`src/rtl/pipe_hazard_ctrl_if.sv`:
```
// Hazard-controller bundle between the 5-stage datapath and pipe_hazard_ctrl.
// The master side is the datapath and memory; the slave side is the controller.
interface pipe_hazard_ctrl_if;
  logic [4:0]  RsD, RtD, RsE, RtE;
  logic [4:0]  WriteRegE, WriteRegM, WriteRegW;
  logic        RegWriteE, RegWriteM, RegWriteW;
  logic        MemtoRegE, MemtoRegM, MemWriteM;
  logic        BranchD, PCSrcD;
  logic        dmem_ack, dmem_req;
  logic [1:0]  ForwardAE, ForwardBE;
  logic        ForwardAD, ForwardBD;
  logic        StallF, StallD, StallE, StallM;
  logic        FlushD, FlushE, FlushW;
  logic        mem_err;
  logic [31:0] perf_stall, perf_flush;

  modport master (
    output RsD, RtD, RsE, RtE, WriteRegE, WriteRegM, WriteRegW,
           RegWriteE, RegWriteM, RegWriteW, MemtoRegE, MemtoRegM, MemWriteM,
           BranchD, PCSrcD, dmem_ack,
    input  dmem_req, ForwardAE, ForwardBE, ForwardAD, ForwardBD,
           StallF, StallD, StallE, StallM, FlushD, FlushE, FlushW,
           mem_err, perf_stall, perf_flush
  );

  modport slave (
    input  RsD, RtD, RsE, RtE, WriteRegE, WriteRegM, WriteRegW,
           RegWriteE, RegWriteM, RegWriteW, MemtoRegE, MemtoRegM, MemWriteM,
           BranchD, PCSrcD, dmem_ack,
    output dmem_req, ForwardAE, ForwardBE, ForwardAD, ForwardBD,
           StallF, StallD, StallE, StallM, FlushD, FlushE, FlushW,
           mem_err, perf_stall, perf_flush
  );
endinterface

```
`src/rtl/pipe_hazard_ctrl.sv`:
```
// Forwarding, load-use/branch stall and data-memory freeze controller for the 5-stage pipe.
// Optional stall/flush counters are built when PIPE_HAZARD_CTRL_PERF_EN is defined.
module pipe_hazard_ctrl #(
  parameter int MEM_TIMEOUT = 64
) (
  input  logic              clk,
  input  logic              rst_n,
  pipe_hazard_ctrl_if.slave hz
);

  localparam int CW = $clog2(MEM_TIMEOUT + 1);
  localparam logic [CW-1:0] CNT_MAX = CW'(MEM_TIMEOUT);

  typedef enum logic [0:0] {ST_RUN = 1'b0, ST_WAIT = 1'b1} state_e;

  state_e        state_q, state_d;
  logic [CW-1:0] wait_cnt_q, wait_cnt_d;
  logic          mem_err_q, mem_err_d;
  logic          memop_s, memstall_s, lwstall_s, brstall_s, hazard_s;

  function automatic logic fwd_hit(input logic we, input logic [4:0] wr, input logic [4:0] src);
    return we && (wr != 5'd0) && (wr == src);
  endfunction

  // Operand forwarding: M beats W, register 0 never forwards.
  always_comb begin
    hz.ForwardAE = 2'b00;
    hz.ForwardBE = 2'b00;
    if (fwd_hit(hz.RegWriteM, hz.WriteRegM, hz.RsE)) begin
      hz.ForwardAE = 2'b10;
    end else if (fwd_hit(hz.RegWriteW, hz.WriteRegW, hz.RsE)) begin
      hz.ForwardAE = 2'b01;
    end else begin
      hz.ForwardAE = 2'b00;
    end
    if (fwd_hit(hz.RegWriteM, hz.WriteRegM, hz.RtE)) begin
      hz.ForwardBE = 2'b10;
    end else if (fwd_hit(hz.RegWriteW, hz.WriteRegW, hz.RtE)) begin
      hz.ForwardBE = 2'b01;
    end else begin
      hz.ForwardBE = 2'b00;
    end
    hz.ForwardAD = fwd_hit(hz.RegWriteM, hz.WriteRegM, hz.RsD);
    hz.ForwardBD = fwd_hit(hz.RegWriteM, hz.WriteRegM, hz.RtD);
  end

  // Stall/flush decode; an outstanding memory access overrides every other hazard.
  always_comb begin
    memop_s    = hz.MemtoRegM || hz.MemWriteM;
    memstall_s = memop_s && !hz.dmem_ack;
    lwstall_s  = hz.MemtoRegE && ((hz.RtE == hz.RsD) || (hz.RtE == hz.RtD));
    brstall_s  = hz.BranchD &&
                 ((hz.RegWriteE && (hz.WriteRegE != 5'd0) &&
                   ((hz.WriteRegE == hz.RsD) || (hz.WriteRegE == hz.RtD))) ||
                  (hz.MemtoRegM && (hz.WriteRegM != 5'd0) &&
                   ((hz.WriteRegM == hz.RsD) || (hz.WriteRegM == hz.RtD))));
    hazard_s   = lwstall_s || brstall_s;
    hz.dmem_req = memop_s;
    if (memstall_s) begin
      hz.StallF = 1'b1;
      hz.StallD = 1'b1;
      hz.StallE = 1'b1;
      hz.StallM = 1'b1;
      hz.FlushD = 1'b0;
      hz.FlushE = 1'b0;
      hz.FlushW = 1'b1;
    end else begin
      hz.StallF = hazard_s;
      hz.StallD = hazard_s;
      hz.StallE = 1'b0;
      hz.StallM = 1'b0;
      hz.FlushD = hz.PCSrcD && !hazard_s;
      hz.FlushE = hazard_s;
      hz.FlushW = 1'b0;
    end
  end

  // Memory FSM next state, wait counter and sticky timeout flag.
  always_comb begin
    state_d    = state_q;
    wait_cnt_d = wait_cnt_q;
    mem_err_d  = mem_err_q;
    case (state_q)
      ST_RUN: begin
        if (memstall_s) begin
          state_d    = ST_WAIT;
          wait_cnt_d = {CW{1'b0}};
        end else begin
          state_d = ST_RUN;
        end
      end
      ST_WAIT: begin
        // A vanished memop can only come from a control glitch; leave WAIT rather than hang.
        if (hz.dmem_ack || !memop_s) begin
          state_d = ST_RUN;
        end else if (wait_cnt_q != CNT_MAX) begin
          state_d    = ST_WAIT;
          wait_cnt_d = wait_cnt_q + CW'(1);
        end else begin
          state_d = ST_WAIT;
        end
      end
      default: begin
        state_d    = ST_RUN;
        wait_cnt_d = {CW{1'b0}};
      end
    endcase
    if (wait_cnt_d == CNT_MAX) begin
      mem_err_d = 1'b1;
    end else begin
      mem_err_d = mem_err_q;
    end
  end

  // FSM, counter and error registers.
  always_ff @(posedge clk) begin
    if (!rst_n) begin
      state_q    <= ST_RUN;
      wait_cnt_q <= {CW{1'b0}};
      mem_err_q  <= 1'b0;
    end else begin
      state_q    <= state_d;
      wait_cnt_q <= wait_cnt_d;
      mem_err_q  <= mem_err_d;
    end
  end

  assign hz.mem_err = mem_err_q;

`ifdef PIPE_HAZARD_CTRL_PERF_EN
  logic [31:0] perf_stall_q, perf_stall_d;
  logic [31:0] perf_flush_q, perf_flush_d;

  // Saturating event counters.
  always_comb begin
    perf_stall_d = perf_stall_q;
    perf_flush_d = perf_flush_q;
    if (hz.StallF && (perf_stall_q != 32'hFFFF_FFFF)) begin
      perf_stall_d = perf_stall_q + 32'd1;
    end else begin
      perf_stall_d = perf_stall_q;
    end
    if ((hz.FlushD || hz.FlushE) && (perf_flush_q != 32'hFFFF_FFFF)) begin
      perf_flush_d = perf_flush_q + 32'd1;
    end else begin
      perf_flush_d = perf_flush_q;
    end
  end

  // Counter registers.
  always_ff @(posedge clk) begin
    if (!rst_n) begin
      perf_stall_q <= 32'd0;
      perf_flush_q <= 32'd0;
    end else begin
      perf_stall_q <= perf_stall_d;
      perf_flush_q <= perf_flush_d;
    end
  end

  assign hz.perf_stall = perf_stall_q;
  assign hz.perf_flush = perf_flush_q;
`else
  assign hz.perf_stall = 32'd0;
  assign hz.perf_flush = 32'd0;
`endif

endmodule

```
`src/flat_wrapper.sv`:
```
// flat-port wrapper written by rule: the top's interface ports become plain ports
module pipe_hazard_ctrl_flat 
#(
  parameter int MEM_TIMEOUT = 64
)
  (clk, rst_n, hz_RsD, hz_RtD, hz_RsE, hz_RtE, hz_WriteRegE, hz_WriteRegM, hz_WriteRegW, hz_RegWriteE, hz_RegWriteM, hz_RegWriteW, hz_MemtoRegE, hz_MemtoRegM, hz_MemWriteM, hz_BranchD, hz_PCSrcD, hz_dmem_ack, hz_dmem_req, hz_ForwardAE, hz_ForwardBE, hz_ForwardAD, hz_ForwardBD, hz_StallF, hz_StallD, hz_StallE, hz_StallM, hz_FlushD, hz_FlushE, hz_FlushW, hz_mem_err, hz_perf_stall, hz_perf_flush);
  pipe_hazard_ctrl_if hz_i ();
  input  logic clk;
  input  logic rst_n;
  input wire logic [$bits(hz_i.RsD)-1:0] hz_RsD;
  input wire logic [$bits(hz_i.RtD)-1:0] hz_RtD;
  input wire logic [$bits(hz_i.RsE)-1:0] hz_RsE;
  input wire logic [$bits(hz_i.RtE)-1:0] hz_RtE;
  input wire logic [$bits(hz_i.WriteRegE)-1:0] hz_WriteRegE;
  input wire logic [$bits(hz_i.WriteRegM)-1:0] hz_WriteRegM;
  input wire logic [$bits(hz_i.WriteRegW)-1:0] hz_WriteRegW;
  input wire logic [$bits(hz_i.RegWriteE)-1:0] hz_RegWriteE;
  input wire logic [$bits(hz_i.RegWriteM)-1:0] hz_RegWriteM;
  input wire logic [$bits(hz_i.RegWriteW)-1:0] hz_RegWriteW;
  input wire logic [$bits(hz_i.MemtoRegE)-1:0] hz_MemtoRegE;
  input wire logic [$bits(hz_i.MemtoRegM)-1:0] hz_MemtoRegM;
  input wire logic [$bits(hz_i.MemWriteM)-1:0] hz_MemWriteM;
  input wire logic [$bits(hz_i.BranchD)-1:0] hz_BranchD;
  input wire logic [$bits(hz_i.PCSrcD)-1:0] hz_PCSrcD;
  input wire logic [$bits(hz_i.dmem_ack)-1:0] hz_dmem_ack;
  output wire logic [$bits(hz_i.dmem_req)-1:0] hz_dmem_req;
  output wire logic [$bits(hz_i.ForwardAE)-1:0] hz_ForwardAE;
  output wire logic [$bits(hz_i.ForwardBE)-1:0] hz_ForwardBE;
  output wire logic [$bits(hz_i.ForwardAD)-1:0] hz_ForwardAD;
  output wire logic [$bits(hz_i.ForwardBD)-1:0] hz_ForwardBD;
  output wire logic [$bits(hz_i.StallF)-1:0] hz_StallF;
  output wire logic [$bits(hz_i.StallD)-1:0] hz_StallD;
  output wire logic [$bits(hz_i.StallE)-1:0] hz_StallE;
  output wire logic [$bits(hz_i.StallM)-1:0] hz_StallM;
  output wire logic [$bits(hz_i.FlushD)-1:0] hz_FlushD;
  output wire logic [$bits(hz_i.FlushE)-1:0] hz_FlushE;
  output wire logic [$bits(hz_i.FlushW)-1:0] hz_FlushW;
  output wire logic [$bits(hz_i.mem_err)-1:0] hz_mem_err;
  output wire logic [$bits(hz_i.perf_stall)-1:0] hz_perf_stall;
  output wire logic [$bits(hz_i.perf_flush)-1:0] hz_perf_flush;
  assign hz_i.RsD = hz_RsD;
  assign hz_i.RtD = hz_RtD;
  assign hz_i.RsE = hz_RsE;
  assign hz_i.RtE = hz_RtE;
  assign hz_i.WriteRegE = hz_WriteRegE;
  assign hz_i.WriteRegM = hz_WriteRegM;
  assign hz_i.WriteRegW = hz_WriteRegW;
  assign hz_i.RegWriteE = hz_RegWriteE;
  assign hz_i.RegWriteM = hz_RegWriteM;
  assign hz_i.RegWriteW = hz_RegWriteW;
  assign hz_i.MemtoRegE = hz_MemtoRegE;
  assign hz_i.MemtoRegM = hz_MemtoRegM;
  assign hz_i.MemWriteM = hz_MemWriteM;
  assign hz_i.BranchD = hz_BranchD;
  assign hz_i.PCSrcD = hz_PCSrcD;
  assign hz_i.dmem_ack = hz_dmem_ack;
  assign hz_dmem_req = hz_i.dmem_req;
  assign hz_ForwardAE = hz_i.ForwardAE;
  assign hz_ForwardBE = hz_i.ForwardBE;
  assign hz_ForwardAD = hz_i.ForwardAD;
  assign hz_ForwardBD = hz_i.ForwardBD;
  assign hz_StallF = hz_i.StallF;
  assign hz_StallD = hz_i.StallD;
  assign hz_StallE = hz_i.StallE;
  assign hz_StallM = hz_i.StallM;
  assign hz_FlushD = hz_i.FlushD;
  assign hz_FlushE = hz_i.FlushE;
  assign hz_FlushW = hz_i.FlushW;
  assign hz_mem_err = hz_i.mem_err;
  assign hz_perf_stall = hz_i.perf_stall;
  assign hz_perf_flush = hz_i.perf_flush;
  pipe_hazard_ctrl #(.MEM_TIMEOUT(MEM_TIMEOUT)) u_core (.clk(clk), .rst_n(rst_n), .hz(hz_i));
endmodule
```
`config.mk`:
```
export PLATFORM = sky130hd
export DESIGN_NAME = pipe_hazard_ctrl_flat
export DESIGN_NICKNAME = d
export VERILOG_FILES = /design/src/rtl/pipe_hazard_ctrl_if.sv /design/src/rtl/pipe_hazard_ctrl.sv /design/src/flat_wrapper.sv
export SDC_FILE = /design/constraint.sdc
export NUM_CORES = 1
export LEC_CHECK = 0
export ABC_AREA = 1
export CORE_AREA = 2 2 75 77
export CTS_CLUSTER_DIAMETER = 60
export DETAILED_ROUTE_END_ITERATION = 6
export DIE_AREA = 0 0 77 79
export PLACE_DENSITY = 0.9
export SYNTH_ARGS = -nofsm -noshare
export SYNTH_HDL_FRONTEND = slang
export SYNTH_SLANG_ARGS = --single-unit
```
`constraint.sdc`:
```
create_clock -name clk -period 1.6 [get_ports clk]
set_clock_uncertainty 0.15 [all_clocks]
set_input_delay 0.24 -clock clk [delete_from_list [all_inputs] [get_ports clk]]
set_output_delay 0.24 -clock clk [all_outputs]
set_load 0.005 [all_outputs]
```
==> flow_results.org <==
** Status
- Outcome :: finished with violations
- The checks that failed: setup timing.

** Detailed routing
- After detailed routing, the average wire length per cell comes to between 10 and 15 um.
- Overall via count from detail_route :: slightly above 2000
- DRT iter0 DRCs :: between 90 and 100
- The count of nets left with antenna violations once routing finished came out at 0.
- For this run, design rule violations remaining after detail routing come to 0.
- For this block, the routed nets add up to 5930 um of wire.
- Router iterations before antenna repair :: 4
- Using the TritonRoute via totals, the vias-per-cell ratio works out to 4.35.

** Cells and area
- The number of antenna diodes in the final layout is 0.
- The multi-input combinational cells in the finished layout cover a total of around 0.0017 mm^2.
- The net count of the finished layout is about 450.
- Fraction of final layout cells with drive strength greater than 1 :: approximately 44%
- From synthesis to final layout, the design area changed by 52.9%.
- Fillcell total :: around 490
- Register area :: about 190 um^2

** Synthesis
- Average instance area after synthesis :: approximately 6.4 um^2
- The synthesized design devotes to its leading area cell type between 20% and 30% of total area.
- During synthesis, Yosys emitted a total of 0 warnings.
- The netlist uses 31 different library cells.
- The cell count after synthesis came out at slightly above 300.
- Proportion of synthesized chip area in sequential cells :: a little under a tenth
- sky130_fd_sc_hd__nand2_1 is the most common cell in the netlist.
- Async S/R FF share, synth :: 0%
- Number of synthesized register bits :: 9
- Counting flops with a built-in enable in the synthesized netlist gives 0.
- Ranked by total cell area, the synthesized netlist is headed by sky130_fd_sc_hd__buf_4 27%, sky130_fd_sc_hd__nand2_1 15%, sky130_fd_sc_hd__dfxtp_1 9.2%.
- Cell accounting for the most synthesized area :: sky130_fd_sc_hd__buf_4
- By count the netlist is led by 80 x sky130_fd_sc_hd__nand2_1, 69 x sky130_fd_sc_hd__buf_4, 28 x sky130_fd_sc_hd__inv_1, 22 x sky130_fd_sc_hd__nor2_1.
- Commonest register cell after synthesis :: sky130_fd_sc_hd__dfxtp_1
- The mapped netlist covers roughly 0.002 mm^2.

** Floorplanning
- The initialized floorplan defines 27 standard-cell rows.
- From left edge to right edge, the die measures a little under 80 um.
- The die covers 0.00608 mm^2.
- 125 I/O pins were placed.
- Measured along the y axis, the die boundary spans 79 um.
- Area of the core region :: ~0.0053 mm^2
- Initial cell density of the core :: roughly 37%

** Worst setup path
- Worst r2r path cells :: 10
- CP required :: 1.21 ns
- Nature of the critical path startpoint :: primary input
- Traced cell by cell, the critical path runs through buf_8 -> nand2_2 -> inv_1 -> nor2_1 -> nor2_2 -> nand3_2 -> nand2_1 -> nand2_1 -> nand2_2 -> nand2_2 -> nand3_2 -> nor2_2 -> buf_2.
- Reg-to-reg slack, setup :: ~0.06 ns
- On the worst path, the slowest cell contributes a delay of approximately 0.13 ns.
- The worst setup path is of the in2out kind.
- Critical Path Slowest Stage Cell :: sky130_fd_sc_hd__nor2_1
- Endpoint kind of the worst setup timing path :: primary output
- Along the worst path, the maximum fanout reaches 5.
- The most numerous cell type found on the critical path is sky130_fd_sc_hd__nand2_2.
- Data arrival time of the critical path :: roughly 1.3 ns

** Timing
- Min Hold Slack :: around 0.30 ns
- Setup repair after global routing could not meet its margin everywhere.
- Final worst path period need :: 1.64 ns
- The count of endpoints failing hold in the final timing report is 0.
- Number of pins with negative max-slew slack in the final report :: 0
- Across all setup checks in the final design, the least slack found is -0.0396 ns.
- Max frequency :: ~610 MHz
- Setup violations remaining at the end of the flow were counted as 5.
- Ratio of final minimum period to clock period :: 102%

** Power and ir drop
- Max VDD drop :: 0.200 mV
- For this design the static power due to leakage is roughly 1.5 nW.
- For this design the ratio of total power to cell area is ~370 mW/mm^2.

** Clocking
- Number of buffers inserted during clock tree synthesis :: 3
- CTS tree :: built
- For the worst-skew pair, the clock arrives at the later sink with an insertion delay of between 0.2 and 0.25 ns.
- Clock-pin slew on the worst setup and hold paths :: around 0.05 ns
- Buffer cell driving the clock tree root :: sky130_fd_sc_hd__clkbuf_8
- CTS sink count :: 9
- CTS built an H-tree with a depth of 1.
- Counting along the longest clock path gives a buffer depth of 2.

** GRT
- The number of antenna violations at the first check in global routing is 0.
- The first global-routing pass estimated 8430 um of wire.
- Global routing finished with a remaining overflow of 0.
- Vias in the first global route :: around 1900
- Overall fraction of global-route tracks in use :: between 10% and 20%
- Maximum number of pins on one net before global-route repair :: 9

** Worst hold path
- Along the worst hold path, the cell count comes to 2.
- Hold WC Path Type :: reg2reg

** Placed design
- Count of buffers inserted at the top-level ports :: 60
- Detailed Place HPWL :: roughly 4300 um
- Routability cong. :: roughly 0.94
- Post-place setup slack :: -0.952 ns

** Flow run
- The tool flagged a number of max-cap violations equal to 0.
==> worst max-delay path, delay by kind of cell <==
family                 cells  cell delay (ns)
buffers and inverters      3             0.25
and+or+nand+nor           10             0.77
==> kinds of logic (layout without fill, tap and decap cells) <==
logic type	after synthesis	in the layout	share of synthesized area (%)
XOR/XNOR	34	34	15.3
flip-flops	9	9	9.23
AND/OR/NAND/NOR	146	146	36.2
adder cells (fa/ha/maj)	2	2	1.28
other	1	64	0.192
AO/OA/AOI/OAI	10	10	3.21
buffers and inverters	105	140	34.6
==> sequential cells by signal (all words and copies together), names as in the netlist <==
register	flops
u_core.state_q	1
u_core.wait_cnt_q	7
u_core.hz.mem_err	1
==> where the power goes <==
group          internal, mW  switching [mW]  leakage (nW)
Sequential            0.227         0.00582        0.0754
Clock                 0.174          0.0953        0.0228
Combinational         0.294           0.315          1.45
Total                 0.695           0.416          1.55
==> metrics by stage <==
stage	TNS, ns	power (mW)	area, um^2	instances	util [%]
6_report	-0.103	1.11	2990	477	55.9
5_1_grt	-0.931	1.18	2990	477	55.9
4_1_cts	-0.0958	1.02	2680	472	50.2
3_5_place_dp	-12.57	0.734	2570	462	48.1
3_3_place_gp	-12.12	0.723	2570	462	48.1
2_1_floorplan	0	0.590	2190	370	-
==> layer usage <==
metal / vias to the layer above / GRT usage, % / wire (um)
met2: 98 / 30.8 / 3160
met1: 949 / 19.9 / 2220
li1: 1007 / - / -
met4: 0 / 8.75 / 195
met3: 19 / 2.16 / 353
met5: - / 0 / 0
==> cells in the final DEF, fill, tap and decap left out, types with 4 or more instances in the layout <==
cell type,n
sky130_fd_sc_hd__xnor2_1,10
sky130_fd_sc_hd__xor2_1,12
sky130_fd_sc_hd__nor2_2,7
sky130_fd_sc_hd__buf_6,24
sky130_fd_sc_hd__nor3_2,4
sky130_fd_sc_hd__buf_2,23
sky130_fd_sc_hd__nand3_1,7
sky130_fd_sc_hd__dlygate4sd2_1,7
sky130_fd_sc_hd__dfxtp_1,5
sky130_fd_sc_hd__nand4_1,7
sky130_fd_sc_hd__inv_2,13
sky130_fd_sc_hd__xnor2_2,5
sky130_fd_sc_hd__nand3_2,10
sky130_fd_sc_hd__inv_1,17
sky130_fd_sc_hd__nand2_1,67
sky130_fd_sc_hd__buf_8,4
sky130_fd_sc_hd__a21oi_2,5
sky130_fd_sc_hd__nor2_1,16
sky130_fd_sc_hd__conb_1,64
sky130_fd_sc_hd__clkdlybuf4s50_1,6
sky130_fd_sc_hd__nand2_2,12
sky130_fd_sc_hd__xor2_2,5
sky130_fd_sc_hd__buf_4,36
==> path summary, 6_finish.rpt <==
path	from	endpoint
setup / recovery	hz_WriteRegM[0]	hz_FlushD
hold / removal	u_core.hz.mem_err$_SDFFE_PN0N_	u_core.hz.mem_err$_SDFFE_PN0N_
setup reg to reg	u_core.wait_cnt_q[1]$_SDFF_PN0_	u_core.hz.mem_err$_SDFFE_PN0N_
hold reg to reg	u_core.hz.mem_err$_SDFFE_PN0N_	u_core.hz.mem_err$_SDFFE_PN0N_
==> area by class of cell <==
cell class | count | share of cell area, %
repair buffers | 103 | 29.2
multi-input cells | 256 | 55.5
clock buffers | 4 | 1.51
well taps | 72 | 3.02
flip-flops and latches | 9 | 6.37
inverters | 33 | 4.40
==> what timing repair did <==
action	4_1_cts	5_1_grt
pin swaps	50	35
gates resized for setup	249	81
setup buffers	6	5
setup endpoints to repair	19	14
hold buffers	0	0
gates cloned	0	0
hold endpoints to repair	0	0
Note: power is estimated with default switching activity, not from simulation.
